<file path="src/rtl/divisor_secuencial_pkg.sv">
// rtl/divisor_secuencial_pkg.sv - shared state, flag index and constant definitions for the divider
package divisor_secuencial_pkg;

    typedef enum logic [1:0] {
        IDLE = 2'd0,
        ITER = 2'd1,
        DONE = 2'd2
    } div_state_e;

    localparam int FLAG_N = 3;
    localparam int FLAG_Z = 2;
    localparam int FLAG_C = 1;
    localparam int FLAG_V = 0;

    // Sliced down to the operand width at the point of use.
    localparam logic [31:0] DIV_ZERO_QUOT = '1;

endpackage

</file>
<file path="src/rtl/divisor_secuencial_resta.sv">
// rtl/divisor_secuencial_resta.sv - n-bit subtractor c = a - b with N/Z/C/V flags
import divisor_secuencial_pkg::*;

module resta #(
    parameter int n = 8
) (
    input  logic [n-1:0] a,
    input  logic [n-1:0] b,
    output logic [n-1:0] c,
    output logic [3:0]   banderas
);

    logic [n:0] sum;

    // Two's-complement add of ~b + 1; the carry out means "no borrow".
    assign sum = {1'b0, a} + {1'b0, ~b} + {{n{1'b0}}, 1'b1};
    assign c   = sum[n-1:0];

    always_comb begin
        banderas         = '0;
        banderas[FLAG_N] = sum[n-1];
        banderas[FLAG_Z] = (sum[n-1:0] == '0);
        banderas[FLAG_C] = sum[n];
        banderas[FLAG_V] = (a[n-1] != b[n-1]) && (sum[n-1] != a[n-1]);
    end

endmodule

</file>
<file path="src/rtl/divisor_secuencial.sv">
// rtl/divisor_secuencial.sv - multi-cycle unsigned restoring divider with start/done handshake
import divisor_secuencial_pkg::*;

module divisor_secuencial #(
    parameter int N = 8
) (
    input  logic         clk,
    input  logic         rst_n,
    input  logic         start,
    input  logic [N-1:0] dividend,
    input  logic [N-1:0] divisor,
    output logic         busy,
    output logic         done,
    output logic [N-1:0] quotient,
    output logic [N-1:0] remainder,
    output logic [3:0]   banderas
);

    localparam int CW = (N > 2) ? $clog2(N) : 1;

    div_state_e    state_q, state_d;
    logic [N:0]    p_q, p_d;
    logic [N-1:0]  q_q, q_d;
    logic [N-1:0]  d_q, d_d;
    logic [CW-1:0] cnt_q, cnt_d;
    logic [N-1:0]  quot_q, quot_d;
    logic [N-1:0]  rem_q, rem_d;
    logic [3:0]    flags_q, flags_d;

    logic [N:0]    shifted;
    logic [N:0]    diff;
    logic [3:0]    sub_flags;
    logic          borrow;
    logic [N:0]    p_next;
    logic [N-1:0]  q_next;
    logic          unused_sub_flags;

    assign shifted = {p_q[N-1:0], q_q[N-1]};

    resta #(
        .n (N + 1)
    ) u_resta (
        .a        (shifted),
        .b        ({1'b0, d_q}),
        .c        (diff),
        .banderas (sub_flags)
    );

    // P stays below D, so the MSB of the N+1 bit difference is an exact borrow.
    assign borrow           = sub_flags[FLAG_N];
    assign unused_sub_flags = ^sub_flags[FLAG_Z:FLAG_V];
    assign p_next           = borrow ? shifted : diff;
    assign q_next           = {q_q[N-2:0], ~borrow};

    always_comb begin
        state_d = state_q;
        p_d     = p_q;
        q_d     = q_q;
        d_d     = d_q;
        cnt_d   = cnt_q;
        quot_d  = quot_q;
        rem_d   = rem_q;
        flags_d = flags_q;
        unique case (state_q)
            IDLE: begin
                if (start) begin
                    if (divisor != '0) begin
                        d_d     = divisor;
                        p_d     = '0;
                        q_d     = dividend;
                        cnt_d   = CW'(N - 1);
                        state_d = ITER;
                    end else begin
                        quot_d          = DIV_ZERO_QUOT[N-1:0];
                        rem_d           = dividend;
                        flags_d         = '0;
                        flags_d[FLAG_V] = 1'b1;
                        state_d         = DONE;
                    end
                end
            end
            ITER: begin
                p_d = p_next;
                q_d = q_next;
                if (cnt_q == '0) begin
                    quot_d          = q_next;
                    rem_d           = p_next[N-1:0];
                    flags_d         = '0;
                    flags_d[FLAG_Z] = (q_next == '0);
                    state_d         = DONE;
                end else begin
                    cnt_d = cnt_q - CW'(1);
                end
            end
            DONE: begin
                state_d = IDLE;
            end
            default: begin
                state_d = IDLE;
            end
        endcase
    end

    always_ff @(posedge clk or negedge rst_n) begin
        if (!rst_n) begin
            state_q <= IDLE;
            p_q     <= '0;
            q_q     <= '0;
            d_q     <= '0;
            cnt_q   <= '0;
            quot_q  <= '0;
            rem_q   <= '0;
            flags_q <= '0;
        end else begin
            state_q <= state_d;
            p_q     <= p_d;
            q_q     <= q_d;
            d_q     <= d_d;
            cnt_q   <= cnt_d;
            quot_q  <= quot_d;
            rem_q   <= rem_d;
            flags_q <= flags_d;
        end
    end

    assign busy      = (state_q != IDLE);
    assign done      = (state_q == DONE);
    assign quotient  = quot_q;
    assign remainder = rem_q;
    assign banderas  = flags_q;

endmodule

</file>
<file path="config.mk">
export PLATFORM = sky130hd
export DESIGN_NAME = divisor_secuencial
export DESIGN_NICKNAME = d
export VERILOG_FILES = /design/src/rtl/divisor_secuencial_pkg.sv /design/src/rtl/divisor_secuencial_resta.sv /design/src/rtl/divisor_secuencial.sv
export SDC_FILE = /design/constraint.sdc
export NUM_CORES = 1
export LEC_CHECK = 0
export BUFFER_PORTS_ARGS = -buffer_cell sky130_fd_sc_hd__buf_2
export CAP_MARGIN = 15
export CORE_AREA = 2 2 80 82
export DETAILED_ROUTE_END_ITERATION = 12
export DIE_AREA = 0 0 82 84
export PLACE_DENSITY_LB_ADDON = 0.1
export SKIP_LAST_GASP = 1
export SYNTH_ARGS = -nofsm -noshare
export SYNTH_HDL_FRONTEND = slang
export SYNTH_HIERARCHICAL = 1
export SYNTH_SLANG_ARGS = --single-unit
</file>
<file path="constraint.sdc">
create_clock -name clk -period 4.03 [get_ports clk]
set_input_delay 0 -clock clk [delete_from_list [all_inputs] [get_ports clk]]
set_output_delay 0 -clock clk [all_outputs]
set_load 0.05 [all_outputs]
</file>
==> flow_metrics.env, run 1 <==
export IMPL_vias_per_cell=5.07
export IMPL_insertion_delay_ps=290
export IMPL_drc=0
export IMPL_period_needed_ps=3230
export IMPL_drt_total_wl_mm=5.13
export IMPL_fin_ws_ps=798
export IMPL_fin_worst_skew_ps=8.42
export IMPL_slew_limit_headroom_pct=28.9
export IMPL_synth_avg_cell_area_um2=10.8
export IMPL_r2r_setup_slack_ps=800
export IMPL_worst_slew_pin_slew_ps=1070
export IMPL_hp_class="in2reg"
export IMPL_drive_gt1_share_pct=27.0
export IMPL_fillCellCount=567
export IMPL_synth_cells=236
export IMPL_cts_buffers=5
export IMPL_grt_antenna_before_repair=0
export IMPL_core_area_um2=6100
export IMPL_fin_nets=315
export IMPL_cp_end_kind="flip-flop"
export IMPL_antennaDiodeCount=0
export IMPL_die_w_um=82
export IMPL_worst_setup_path_type="reg2reg"
export IMPL_rr_worst_depth=12
export IMPL_area_growth_pct=18.4
export IMPL_initial_utilization_pct=41.9
export IMPL_portBuffers=38
export IMPL_rsz0062_at_grt="false"
export IMPL_drt_iter0_drc=74
export IMPL_regArea_um2=1180
export IMPL_grt_usage_pct=16.3
export IMPL_grt_pass1_vias=1824
export IMPL_ioPinCount=41
export IMPL_cts_setup_buffers=0
export IMPL_cts_tree="done"
export IMPL_cp_cell_sequence="inv_1 > ha_1 > inv_1 > fa_1 > a21oi_1 > o211ai_1 > a31oi_1 > xnor2_1 > buf_4 > mux2i_1 > o21ai_0 > mux2_2"
export IMPL_post_route_period_util_pct=80.2
export IMPL_clk_pin_slew_ps=90
export IMPL_grt_overflow_total=0
export IMPL_vias=1837
export IMPL_placement_rows=29
export IMPL_cts_root_buf="clkbuf_8"
export IMPL_crit_fanout=8
export IMPL_grt_start_max_net_pins=48
export IMPL_hp_start="dividend[5]"
export IMPL_setup_viol_count_final=0
export IMPL_cp_required_ps=4210
export IMPL_cap_violations=0
export IMPL_postRouteAntennaNets=0
export IMPL_cp_slowest_cell="xnor2_1"
export IMPL_grt_pass1_wl_mm=8.65
export IMPL_multi_input_area_um2=1230
export IMPL_clockBufferDepth=2
export IMPL_cp_arrival_ps=3410
export IMPL_slowest_delay_ps=740
export IMPL_status="complete, no violations"
export IMPL_dieArea_um2=6890
export IMPL_fin_setup_tns_ps=0
export IMPL_hold_violations=0
export IMPL_critPathMostFrequentCell="inv_1"
export IMPL_r2r_end="remainder[5]"
export IMPL_dp_hpwl_mm=3.71
export IMPL_ys_warn_count=6
export IMPL_worstHoldPathCells=4
export IMPL_drtPass1Iterations=2
export IMPL_clock_sinks=47
export IMPL_dp_slack_ps=861
export IMPL_wire_per_inst_um=14.2
export IMPL_die_h_um=84
export IMPL_gp_congestion=0.821
export IMPL_final_max_slew_viol_count=0
export IMPL_whs_endpoint="q_q[5]"
export IMPL_synth_area_um2=2560
export IMPL_timing_rr_start="q_q[7]"
export IMPL_timing_fmax_mhz=309
export IMPL_critPathLaunchType="flip-flop"
export IMPL_cts_resized=0
export IMPL_htree_levels=2
## layer usage
metal | wire length, um | GRT usage (%)
met4 | 28 | 4.09
met3 | 106 | 2.60
met5 | 0 | 0
met1 | 2460 | 21.6
met2 | 2530 | 27.3
## layout by cell type (no fill, tap or decap), drive strengths merged, types with 3 or more instances in the layout
cell type and instances:
xnor2 3, nor4 3, o21ai 11, a21o 3, clkbuf 6, mux2i 16
nand3 3, a21oi 8, o2bb2ai 8, buf 41, conb 3, nand2 25
inv 23, dlygate4sd3 9, mux2 25, nor2b 5, xor2 3, dfrtp 47
ha 11, nor2 7
## final cells by class
type | count | area share, %
well taps | 77 | 3.18
multi-input cells | 157 | 40.7
inverters | 23 | 2.85
clock inverters | 2 | 1.99
flip-flops and latches | 47 | 38.9
repair buffers | 50 | 10.0
clock buffers | 6 | 2.40
## through the flow
| stage | hold WS [ps] | instance area (um^2) | util [%] | cells |
|---|---|---|---|---|
| 2_1_floorplan | -296 | 2560 | - | 238 |
| 3_3_place_gp | 140 | 2800 | 46.0 | 345 |
| 3_5_place_dp | 140 | 2800 | 46.0 | 345 |
| 4_1_cts | 37.4 | 3030 | 49.6 | 362 |
| 5_1_grt | 55.0 | 3030 | 49.6 | 362 |
| 6_report | 45.7 | 3030 | 49.6 | 362 |
## sequential cells by signal, indices dropped and copies added (netlist names)
signal,cells
quotient,8
banderas,2
d_q,8
state_q,2
p_q,8
remainder,8
q_q,8
cnt_q,3
## worst max-delay path: cells and delay by family (launching register included)
| kind | cells | cell delay (ps) |
|---|---|---|
| compound gates | 4 | 620 |
| xor+xnor | 1 | 740 |
| fa+ha+maj | 2 | 430 |
| buf+inv | 3 | 400 |
| flops | 1 | 380 |
| mux | 2 | 540 |
## how the worst max path moves through the flow
stage / slack [ps] / start / cells after the start / endpoint
detailed placement: 860 / q_q[7] / 12 / remainder[5]
finish: 800 / q_q[7] / 12 / remainder[5]
CTS: 820 / q_q[7] / 12 / remainder[5]
floorplan: 1230 / q_q[7] / 12 / remainder[4]
global route: 580 / q_q[7] / 12 / remainder[5]
global placement: 1070 / q_q[7] / 12 / remainder[7]
## what timing repair did
item                                    in CTS  in global routing
endpoints found under the setup margin       0                  0
hold endpoints to repair                    55                  0
hold buffers                                 9                  0
Power of run 1 is left out: the tool's default activity adds up to more than one toggle a clock period on the data nets, which glitch-free logic cannot reach.
==> run 2, diff against run 1 <==
==> constraint.sdc (replaced) <==
create_clock -name clk -period 2.9 [get_ports clk]
set_input_delay 0 -clock clk [delete_from_list [all_inputs] [get_ports clk]]
set_output_delay 0 -clock clk [all_outputs]
set_load 0.05 [all_outputs]
==> flow_metrics.env, run 2 (synthesized netlist as in run 1, its figures left out) <==
export IMPL_critPathMostFrequentCell="inv_1"
export IMPL_vias_per_cell=5.10
export IMPL_drc=0
export IMPL_grt_start_max_net_pins=48
export IMPL_fin_setup_tns_ps=0
export IMPL_fin_worst_skew_ps=8.79
export IMPL_portBuffers=38
export IMPL_grt_antenna_before_repair=0
export IMPL_grt_overflow_total=0
export IMPL_wire_per_inst_um=13.8
export IMPL_final_max_slew_viol_count=0
export IMPL_hold_violations=0
export IMPL_die_h_um=84
export IMPL_grt_usage_pct=16.4
export IMPL_drt_iter0_drc=66
export IMPL_cts_buffers=5
export IMPL_placement_rows=29
export IMPL_layout_common_cells="47 x dfrtp_1, 38 x buf_2, 25 x nand2_1"
export IMPL_htree_levels=2
export IMPL_gp_congestion=0.753
export IMPL_timing_fmax_mhz=369
export IMPL_timing_rr_start="q_q[7]"
export IMPL_crit_fanout=7
export IMPL_drt_total_wl_mm=5.05
export IMPL_insertion_delay_ps=290
export IMPL_cp_required_ps=3080
export IMPL_rsz0062_at_grt="false"
export IMPL_grt_pass1_vias=1876
export IMPL_grt_busiest_layer="met2"
export IMPL_hp_start="dividend[2]"
export IMPL_cts_root_buf="clkbuf_8"
export IMPL_dp_hpwl_mm=3.73
export IMPL_clockBufferDepth=2
export IMPL_initial_utilization_pct=41.9
export IMPL_setup_viol_count_final=0
export IMPL_critPathTopFamily="compound AO/OA/AOI/OAI gates"
export IMPL_grt_pass1_wl_mm=8.83
export IMPL_worst_slew_pin_slew_ps=773
export IMPL_slew_limit_headroom_pct=48.4
export IMPL_status="complete, no violations"
export IMPL_final_util_pct=50.0
export IMPL_die_w_um=82
export IMPL_vias=1861
export IMPL_use_met1_pct=22.8
export IMPL_grt_use_met3_pct=3.57
export IMPL_cap_violations=0
export IMPL_post_route_period_util_pct=93.5
export IMPL_cp_cell_sequence="inv_1 > ha_1 > inv_1 > fa_2 > a21oi_1 > o211ai_1 > a31oi_1 > xnor2_1 > buf_4 > mux2i_2 > o21ai_0 > mux2_2"
export IMPL_dieArea_um2=6890
export IMPL_clock_sinks=47
export IMPL_cp_slowest_cell="dfrtp_1"
export IMPL_drive_gt1_share_pct=29.5
export IMPL_mostFrequentLayoutCell="dfrtp_1"
export IMPL_crit_start="q_q[7]"
export IMPL_worst_setup_path_type="reg2reg"
export IMPL_grt_util_met2_pct=25.8
export IMPL_core_area_um2=6100
export IMPL_fin_nets=319
export IMPL_cp_arrival_ps=2900
export IMPL_crit_buf_inv=3
export IMPL_period_needed_ps=2710
export IMPL_fillCellCount=575
export IMPL_cp_end_kind="flip-flop"
export IMPL_drtPass1Iterations=4
export IMPL_cts_tree="done"
export IMPL_ioPinCount=41
export IMPL_critPathLaunchType="flip-flop"
export IMPL_area_growth_pct=19.1
export IMPL_clk_pin_slew_ps=80
export IMPL_slowest_delay_ps=410
export IMPL_hp_class="in2reg"
export IMPL_postRouteAntennaNets=0
export IMPL_antennaDiodeCount=0
run 2: path summary, 6_finish.rpt:
kind | to | slack, ps | cells after the start
min in group asynchronous | quotient[6] | 150 | 2
worst min-delay path | q_q[2] | 50 | 4
worst min register to register | cnt_q[0] | 490 | 1
worst max-delay path | remainder[3] | 190 | 12
max in group asynchronous | banderas[0] | 2240 | 3
worst max register to register | remainder[3] | 190 | 12
run 2: layout make-up:
type,instances,area [um^2],share of cell area (%)
clock buffers,6,82.6,2.71
clock inverters,1,5.00,0.164
inverters,23,86.3,2.83
multi-input cells,157,1250,41.2
flip-flops and latches,47,1180,38.6
well taps,77,96.3,3.16
repair buffers,54,345,11.3
run 2: worst register-to-register path, stage by stage (launching register included):
cell,delay [ps]
dfrtp_1,410
inv_1,60
ha_1,180
inv_1,70
fa_2,360
a21oi_1,160
o211ai_1,130
a31oi_1,180
xnor2_1,170
buf_4,230
mux2i_2,260
o21ai_0,110
mux2_2,280
run 2: routing by layer:
layer	wire length (um)	vias to the layer above
li1	-	923
met1	2470	895
met2	2320	36
met3	179	7
met4	72	0
met5	0	-
run 2: what timing repair did:
action | CTS | global route
setup endpoints to repair | 0 | 8
endpoints found under the hold margin | 55 | 0
hold buffers | 9 | 0
resized for setup | 0 | 5
buffers inserted | 0 | 1
run 2: through the flow:
stage	std cells	setup slack, ps	hold WS [ps]	instance area, um^2
2_1_floorplan	238	98.1	-296	2560
3_3_place_gp	347	150	252	2820
3_5_place_dp	347	92.4	251	2820
4_1_cts	363	62.6	48.3	3000
5_1_grt	365	9.48	77.0	3050
6_report	365	187	54.3	3050
Power of run 2 is left out for the same reason.
